[config.mk]
export PLATFORM = sky130hd
export DESIGN_NAME = fifo_wptr_sync
export DESIGN_NICKNAME = d
export VERILOG_FILES = /design/src/rtl/fifo_pkg.sv /design/src/rtl/gray_sync.sv /design/src/rtl/fifo_wptr_sync.sv
export SDC_FILE = /design/constraint.sdc
export NUM_CORES = 1
export LEC_CHECK = 0
export BUFFER_PORTS_ARGS = -buffer_cell sky130_fd_sc_hd__buf_2
export CAP_MARGIN = 20
export CORE_MARGIN = 2
export CORE_UTILIZATION = 46
export DETAILED_ROUTE_END_ITERATION = 7
export PLACE_DENSITY_LB_ADDON = 0.2
export SLEW_MARGIN = 15
export SYNTH_ARGS = -nofsm -noshare
export SYNTH_HDL_FRONTEND = slang
export SYNTH_SLANG_ARGS = --single-unit
[constraint.sdc]
create_clock -name wclk -period 2.3 [get_ports wclk]
set_input_delay 0.46 -clock wclk [delete_from_list [all_inputs] [get_ports wclk]]
set_output_delay 0.46 -clock wclk [all_outputs]
set_load 0.005 [all_outputs]
[src/rtl/fifo_pkg.sv]
// ============================================================================
// Module      : fifo_pkg
// Description : Shared pointer helpers and default geometry for the async FIFO
//               write-side and read-side pointer engines.
// Revision    : 1.0 - initial release
// ============================================================================
`default_nettype none

package fifo_pkg;

  // Default geometry; the pointer engines carry their own ADDR_WIDTH parameter
  localparam int ADDR_WIDTH_DFLT = 3;
  localparam int DEPTH           = 2 ** ADDR_WIDTH_DFLT;
  localparam int PTR_WIDTH       = ADDR_WIDTH_DFLT + 1;

  // Binary to Gray; callers zero-extend in and truncate out, so any width up to 32 works
  function automatic logic [31:0] bin2gray(input logic [31:0] b);
    return b ^ (b >> 1);
  endfunction

  // Gray to binary as an XOR prefix from the MSB down; zero upper bits leave the result intact
  function automatic logic [31:0] gray2bin(input logic [31:0] g);
    logic [31:0] b;
    b[31] = g[31];
    for (int i = 30; i >= 0; i--) begin
      b[i] = b[i+1] ^ g[i];
    end
    return b;
  endfunction

endpackage

`default_nettype wire

[src/rtl/gray_sync.sv]
// ============================================================================
// Module      : gray_sync
// Description : SYNC_STAGES-deep flop chain carrying a Gray-coded pointer into
//               the local clock domain. Shared by both FIFO pointer engines.
// Revision    : 1.0 - initial release
// ============================================================================
`default_nettype none

module gray_sync #(
  parameter int WIDTH       = 4,
  parameter int SYNC_STAGES = 2
) (
  input  logic             clk,
  input  logic             rst_n,
  input  logic [WIDTH-1:0] d,
  output logic [WIDTH-1:0] q
);

  // Fewer than two stages gives no metastability settling time
  if (SYNC_STAGES < 2) begin : g_bad_stages
    $error("gray_sync: SYNC_STAGES must be at least 2");
  end

  logic [WIDTH-1:0] r_q [SYNC_STAGES];

  // Shift the asynchronous pointer through the chain; every stage resets to zero
  always_ff @(posedge clk or negedge rst_n) begin
    if (!rst_n) begin
      for (int i = 0; i < SYNC_STAGES; i++) begin
        r_q[i] <= '0;
      end
    end else begin
      r_q[0] <= d;
      for (int i = 1; i < SYNC_STAGES; i++) begin
        r_q[i] <= r_q[i-1];
      end
    end
  end

  assign q = r_q[SYNC_STAGES-1];

endmodule

`default_nettype wire

[src/rtl/fifo_wptr_sync.sv]
// ============================================================================
// Module      : fifo_wptr_sync
// Description : Write-side pointer and flag engine of the async FIFO. Holds the
//               binary/Gray write pointer, synchronises the read Gray pointer and
//               produces registered full, almost-full, free-space and sticky
//               overflow flags.
// Options     : FIFO_WPTR_AFULL_EN - build the almost-full comparator; when
//               undefined wafull is tied low.
// Revision    : 1.0 - initial release
// ============================================================================
`default_nettype none

module fifo_wptr_sync
  import fifo_pkg::*;
#(
  parameter int ADDR_WIDTH   = ADDR_WIDTH_DFLT,
  parameter int SYNC_STAGES  = 2,
  parameter int AFULL_THRESH = 2
) (
  input  logic                  wclk,
  input  logic                  wrst,
  input  logic                  winc,
  input  logic [ADDR_WIDTH:0]   raddr_g,
  output logic [ADDR_WIDTH-1:0] waddress,
  output logic [ADDR_WIDTH:0]   waddr_g,
  output logic                  wfull,
  output logic                  wafull,
  output logic [ADDR_WIDTH:0]   wfree,
  output logic                  woverflow
);

  localparam int PW      = ADDR_WIDTH + 1;
  localparam int DEPTH_N = 2 ** ADDR_WIDTH;

  // The threshold only makes sense strictly inside the FIFO depth
  if (AFULL_THRESH < 1 || AFULL_THRESH > DEPTH_N - 1) begin : g_bad_thresh
    $error("fifo_wptr_sync: AFULL_THRESH out of range");
  end

  logic [PW-1:0] wbin;
  logic [PW-1:0] wbin_next;
  logic [PW-1:0] rq_last;
  logic [PW-1:0] rbin_s;
  logic [PW-1:0] used_next;
  logic [PW-1:0] free_next;
  logic          wr_en;

  gray_sync #(
    .WIDTH       (PW),
    .SYNC_STAGES (SYNC_STAGES)
  ) u_rptr_sync (
    .clk   (wclk),
    .rst_n (wrst),
    .d     (raddr_g),
    .q     (rq_last)
  );

  // Next-state pointer and occupancy; the stale read pointer can only over-count used entries
  assign wr_en     = winc & ~wfull;
  assign wbin_next = wbin + PW'(wr_en);
  assign rbin_s    = PW'(gray2bin(32'(rq_last)));
  assign used_next = wbin_next - rbin_s;
  assign free_next = PW'(DEPTH_N) - used_next;
  assign waddress  = wbin[ADDR_WIDTH-1:0];

  // Pointer registers and flags, all loaded from next-state values so accepted writes show at once
  always_ff @(posedge wclk or negedge wrst) begin
    if (!wrst) begin
      wbin      <= '0;
      waddr_g   <= '0;
      wfull     <= 1'b0;
      wfree     <= PW'(DEPTH_N);
      woverflow <= 1'b0;
    end else begin
      wbin    <= wbin_next;
      waddr_g <= PW'(bin2gray(32'(wbin_next)));
      wfull   <= (used_next == PW'(DEPTH_N));
      wfree   <= free_next;
      if (winc && wfull) begin
        woverflow <= 1'b1;
      end
    end
  end

`ifdef FIFO_WPTR_AFULL_EN
  // Almost-full once the free count falls to the threshold
  always_ff @(posedge wclk or negedge wrst) begin
    if (!wrst) begin
      wafull <= 1'b0;
    end else begin
      wafull <= (free_next <= PW'(AFULL_THRESH));
    end
  end
`else
  assign wafull = 1'b0;
`endif

endmodule

`default_nettype wire
# Word-level counts from Yosys, hierarchy flattened
# Index checks and enable logic that the tools add are counted.
# W data, S select, Z words.
[totals]
in_bits = 7
regBits = 22
[op_classes]
bitwise_logic = 6
n_eq_ne = 1
n_reduce_logical = 1
add_sub_neg = 3
[ops]
columns = ["operator", "count"]
rows = [
  ["$add A4 B1 Y4", 1],
  ["$eq A4 B4 Y1 const B", 1],
  ["$sub A4 B4 Y4", 1],
  ["$sub A4 B4 Y4 const A", 1],
  ["$xor A4 B3 Y4", 1],
  ["$xor A1 B1 Y1", 3],
  ["$and A1 B1 Y1", 1],
  ["$logic_and A1 B1 Y1", 1],
  ["$not A1 Y1", 1],
]

# Depth between registers and ports, before layout
[depth]
word_depth = 5
depth_mapped = 11
depth_no_buf = 11

# Modules after synthesis
# From an unflattened synthesis, not the netlist that was laid out.
[unflattened]
cells_unflattened = 75
hier_area_um2 = 964.7
[by_module_without_submodules]
columns = ["module", "instances", "cells_each", "area_per_inst_um2", "seq_area_each_um2"]
rows = [
  ["fifo_wptr_sync", 1, 63, 734.5, 326.6],
  ["gray_sync", 1, 12, 230.2, 200.2],
]

# Worst setup path after synthesis
# OpenSTA, ideal clock, no wires.
[synth_timing]
path_type = "reg2reg"
from = "register u_rptr_sync.r_q, in the netlist u_rptr_sync.q[2]"
to = "register wfree[3]"
t_required_ns = 2.215
period_less_slack_ns = 2.509
path_buffers = 0
arrival_time_ns = 2.423
setup_slack_ns = -0.209
stages_incl_launch_ff = 12
path_cell_list = "dfrtp_1 > xor2_2 > xnor2_1 > xnor2_1 > ha_1 > inv_1 > fa_1 > nand2b_1 > nor3_1 > o31ai_1 > o211ai_1 > xnor2_1"
[synth_via]
elab_chain_len = 5
[synth_rtl]
columns = ["element", "line_no", "source"]
rows = [
  ["start, declared", "gray_sync.sv:24", "logic [WIDTH-1:0] r_q [SYNC_STAGES];"],
  ["start signal, assigned by index", "gray_sync.sv:35", "r_q[i] <= r_q[i-1];"],
  ["$xor A1 B1 Y1 (*)", "fifo_pkg.sv:26", "b[i] = b[i+1] ^ g[i];"],
  ["$xor A1 B1 Y1 (2 in a row)", "fifo_pkg.sv:26", ""],
  ["$sub A4 B4 Y4 (*)", "fifo_wptr_sync.sv:62", "assign used_next = wbin_next - rbin_s;"],
  ["$sub A4 B4 Y4 (*)", "fifo_wptr_sync.sv:63", "assign free_next = PW'(DEPTH_N) - used_next;"],
  ["net free_next[3]", "fifo_wptr_sync.sv:45", "logic [PW-1:0] free_next;"],
  ["end signal, assigned", "fifo_wptr_sync.sv:72", "wfree <= PW'(DEPTH_N);"],
  ["end signal, assigned", "fifo_wptr_sync.sv:78", "wfree <= free_next;"],
  ["end, declared", "fifo_wptr_sync.sv:28", "output logic [ADDR_WIDTH:0] wfree,"],
]
# Mark *: on every way through the listed nets, which the timed path passes. The rest lies on a longest branch.
# A chain may end at the register's enable or synchronous reset.

# Final worst setup path
# Ends and elaborated chain as after synthesis.

==> results <==
- The number of flops mapped to enable cells by yosys is 0.
- Input and output buffers added on the ports amount to 19.
- The met3 track demand over resource is 1.840%.
- The checks that failed: setup timing.
- The die footprint is 0.002408 mm^2.
- Setup repair after global routing could not meet its margin everywhere.
- The number of levels in the clock H-tree is 1.
- The netlist area before placement is slightly above 900 um^2.
- The completed layout was analyzed and its total power is between 2 and 2.5 mW.
- The average instance area after synthesis is 13.16 um^2.
- Across all setup checks in the final design, the least slack found is -0.1923 ns.
- The critical path is of the register to register type.
- The ratio of final minimum period to clock period is 108.4%.
- The number of cells on the worst reg-to-reg path is 11.
- The via count of the first global-routing pass is ~650.
- After the last flow step, the layout net total stands at 118.
- Summing the sequential cell areas from Yosys gives 56.36% of the chip area.
- The number of maximum-capacitance constraint violations is 0.
- The post-CTS clock slew at the launch and capture registers of the worst setup and hold paths is 0.11 ns.
- The number of routed nets with antenna violations is 0.
- The number of sinks handled by clock tree synthesis is 21.
- In the routed design, unresolved DRC markers number 0.
- The most crowded layer after global routing is met2.
- The required time of the critical path is approximately 2.5 ns.
- The clock passes through at most 2 buffers.
- Across every metal layer, demand over resource in global routing totals 14.72%.
- The worst register-to-register path begins at u_rptr_sync.q[2].
- The largest fanout on the critical path is 4.
- The placer's final routability congestion estimate is 0.7911.
- CTS placed an instance of sky130_fd_sc_hd__clkbuf_4 at the clock tree root.
- Before CTS, the worst setup slack after placement is -0.3206 ns.
- The number of detailed-route iterations in the first pass is 4.
- The first global-routing pass estimated 2.670 mm of wire.
- The run finished, with violations left.
- For this run, the number of Yosys warnings is 0.
- Subtracting the final worst setup slack from the clock period gives 2.492 ns.
- In this run, post-CTS hold repair placed 0 buffers.
- In the post-synthesis netlist, the biggest area contributors are sky130_fd_sc_hd__dfrtp_1, sky130_fd_sc_hd__xnor2_1, sky130_fd_sc_hd__ha_1.
- Clock tree synthesis inserted a total of 3 buffers.
- In this run the static leakage power is 0.5820 nW.
- The largest clock skew in the final design is 0.002505 ns.
- The first routing iteration left 8 violations.
- For this configuration, the core starts out at a cell density of 48.13%.
- The number of diodes is 0.
- The clock latency reported for the late side of the worst-skew pair is 0.30 ns.
- The worst setup path is launched from a register.
- The number of ports placed on the die boundary is 21.
- The placed wire-length estimate after detailed placement is about 1.2 mm.
- The setup check on the worst reg-to-reg path leaves a slack of -0.19 ns.
- Global routing consumed, on the met1 layer, around 16% of the routing resources.
- Wires add up to roughly 1.6 mm.
- The initial antenna violation count is 0.
- For this run, asynchronously set or reset flops after synthesis account for between 90% and 100%.
- The signal arrival time at the worst endpoint is 2.72 ns.
- TritonCTS built the clock tree.
- The die boundary height is ~50 um.
- The number of max-slew violations in the final report was 0.
- The region available for standard cell placement spans 0.001942 mm^2.
- The type of the tightest min-delay check is primary input to async pin.
- The highest achievable clock rate is 401.2 MHz.
- The synthesis-to-finish area growth is 30.79%.
- For met2 alone, demand over resource in global routing was between 20% and 30%.
- In this run the core area contains 16 standard-cell rows.
- The netlist uses 26 different library cells.
- Dividing the detail-routed wire length by the instance count gives ~12 um.
- Global routing finished with a remaining overflow of 0.
- The area fraction of the dominant cell type after synthesis is 53.55%.
- The number of nets produced by synthesis is 84.
- Of all cell types, the one taking the most synthesized area is sky130_fd_sc_hd__dfrtp_1.
- Entering global routing, the biggest net connects 22 pins.
- The count of endpoints failing hold in the final timing report came to 0.
- For this run, the leading register cell type out of synthesis is sky130_fd_sc_hd__dfrtp_1.
- Using the TritonRoute via totals, the vias-per-cell ratio works out to ~4.7.
- In the final layout, the share of cells above drive strength 1 is between 40 and 50%.
- STA classifies the critical path endpoint as a register.
- The peak supply drop is 0.9502 mV.
- The number of flip-flops and latches in the synthesized netlist is 21.
- In the layout the commonest cells are sky130_fd_sc_hd__dfrtp_1, sky130_fd_sc_hd__buf_2, sky130_fd_sc_hd__buf_4.
- The die width is 49.08 um.
- Dividing total power by cell area gives a power density of 1680 mW/mm^2.
- The most common cell after layout, fill and taps aside is sky130_fd_sc_hd__dfrtp_1.
- Setup violations remaining at the end of the flow were counted as 2.
- After technology mapping, the gate count stands at 71.
- The detailed router placed 622 vias in this run.
- The reg-to-reg critical path endpoint is wfree[3].
-- timing repair --
item | CTS | global route
hold endpoints to repair | 0 | 0
setup endpoints to repair | 2 | 3
cloned | 0 | 0
resized for setup | 8 | 4
setup buffers | 2 | 1
pin swaps | 3 | 3
-- report_power, final --
group          internal [mW]  leakage (nW)  switching [mW]
sequential             0.511         0.245          0.0559
combinational          0.693         0.322           0.619
clock                 0.0675        0.0150           0.108
total                   1.27         0.582           0.782
-- how the worst max path moves through the flow --
stage                     startpoint  endpoint  slack [ns]  depth (start not counted)
floorplan           u_rptr_sync.q[2]  wfree[3]       -0.16                         11
global placement                winc  wfree[3]       -0.24                         10
detailed placement              winc  wfree[3]       -0.32                         10
CTS                 u_rptr_sync.q[3]  wfree[3]       -0.20                         11
global route        u_rptr_sync.q[2]  wfree[3]       -0.35                         11
finish              u_rptr_sync.q[2]  wfree[3]       -0.19                         11
-- cell usage after synthesis, drive strengths merged (2+ instances only) --
master  count
dfrtp      20
xnor2      14
nor2        5
nor4        2
inv         6
nor2b       3
xor2        2
ha          5
-- final cells by class --
cell class | instances | area, um^2
well taps | 27 | 33.78
multi-input cells | 43 | 435.4
fillers | 165 | 719.4
inverters | 6 | 22.52
flip-flops and latches | 21 | 526.8
repair buffers | 30 | 177.7
clock buffers | 4 | 26.28
-- layer usage --
layer / part of all wire, % / vias to the layer above
met2: 53 / 23
met1: 41 / 300
met3: 4.7 / 2
met5: 0 / -
met4: 0.84 / 0
li1: - / 297
-- critical path, cell delays in order (launching register included) --
cell and delay, ns:
sky130_fd_sc_hd__dfrtp_1 0.42, sky130_fd_sc_hd__xor2_2 0.24, sky130_fd_sc_hd__xnor2_2 0.16, sky130_fd_sc_hd__xnor2_1 0.14
sky130_fd_sc_hd__ha_2 0.20, sky130_fd_sc_hd__inv_2 0.04, sky130_fd_sc_hd__fa_1 0.50, sky130_fd_sc_hd__nand2b_4 0.15
sky130_fd_sc_hd__nor3_2 0.04, sky130_fd_sc_hd__o31ai_1 0.20, sky130_fd_sc_hd__o211ai_1 0.15, sky130_fd_sc_hd__xnor2_1 0.17
-- state kept, by name, summed over array words and instances (netlist names) --
name	cells
wbin	3
waddr_g	4
u_rptr_sync.r_q	4
woverflow	1
wfull	1
u_rptr_sync.q	4
wfree	4
-- kinds of logic after synthesis --
family	count (synthesis)	synth area share, %
other cells	1	0.4012
buf+inv	7	3.213
fa+ha+maj	6	8.835
compound gates	5	3.749
mux	2	2.276
xor+xnor	16	17.40
flops	21	56.36
simple gates	13	7.764
-- through the flow --
step | util [%] | setup TNS, ns | instance area [um^2] | instances | hold WS [ns]
after global placement | 57.86 | -0.4158 | 1124 | 124 | 0.3325
final | 62.95 | -0.3066 | 1222 | 131 | 0.08923
after global routing | 62.95 | -0.6145 | 1222 | 131 | 0.1139
after CTS | 61.79 | -0.3006 | 1200 | 130 | 0.09746
after floorplan | - | -0.1819 | 942.2 | 71 | 0.1644
after detailed placement | 57.86 | -0.5601 | 1124 | 124 | 0.3364
(Power assumes the default switching activity.)
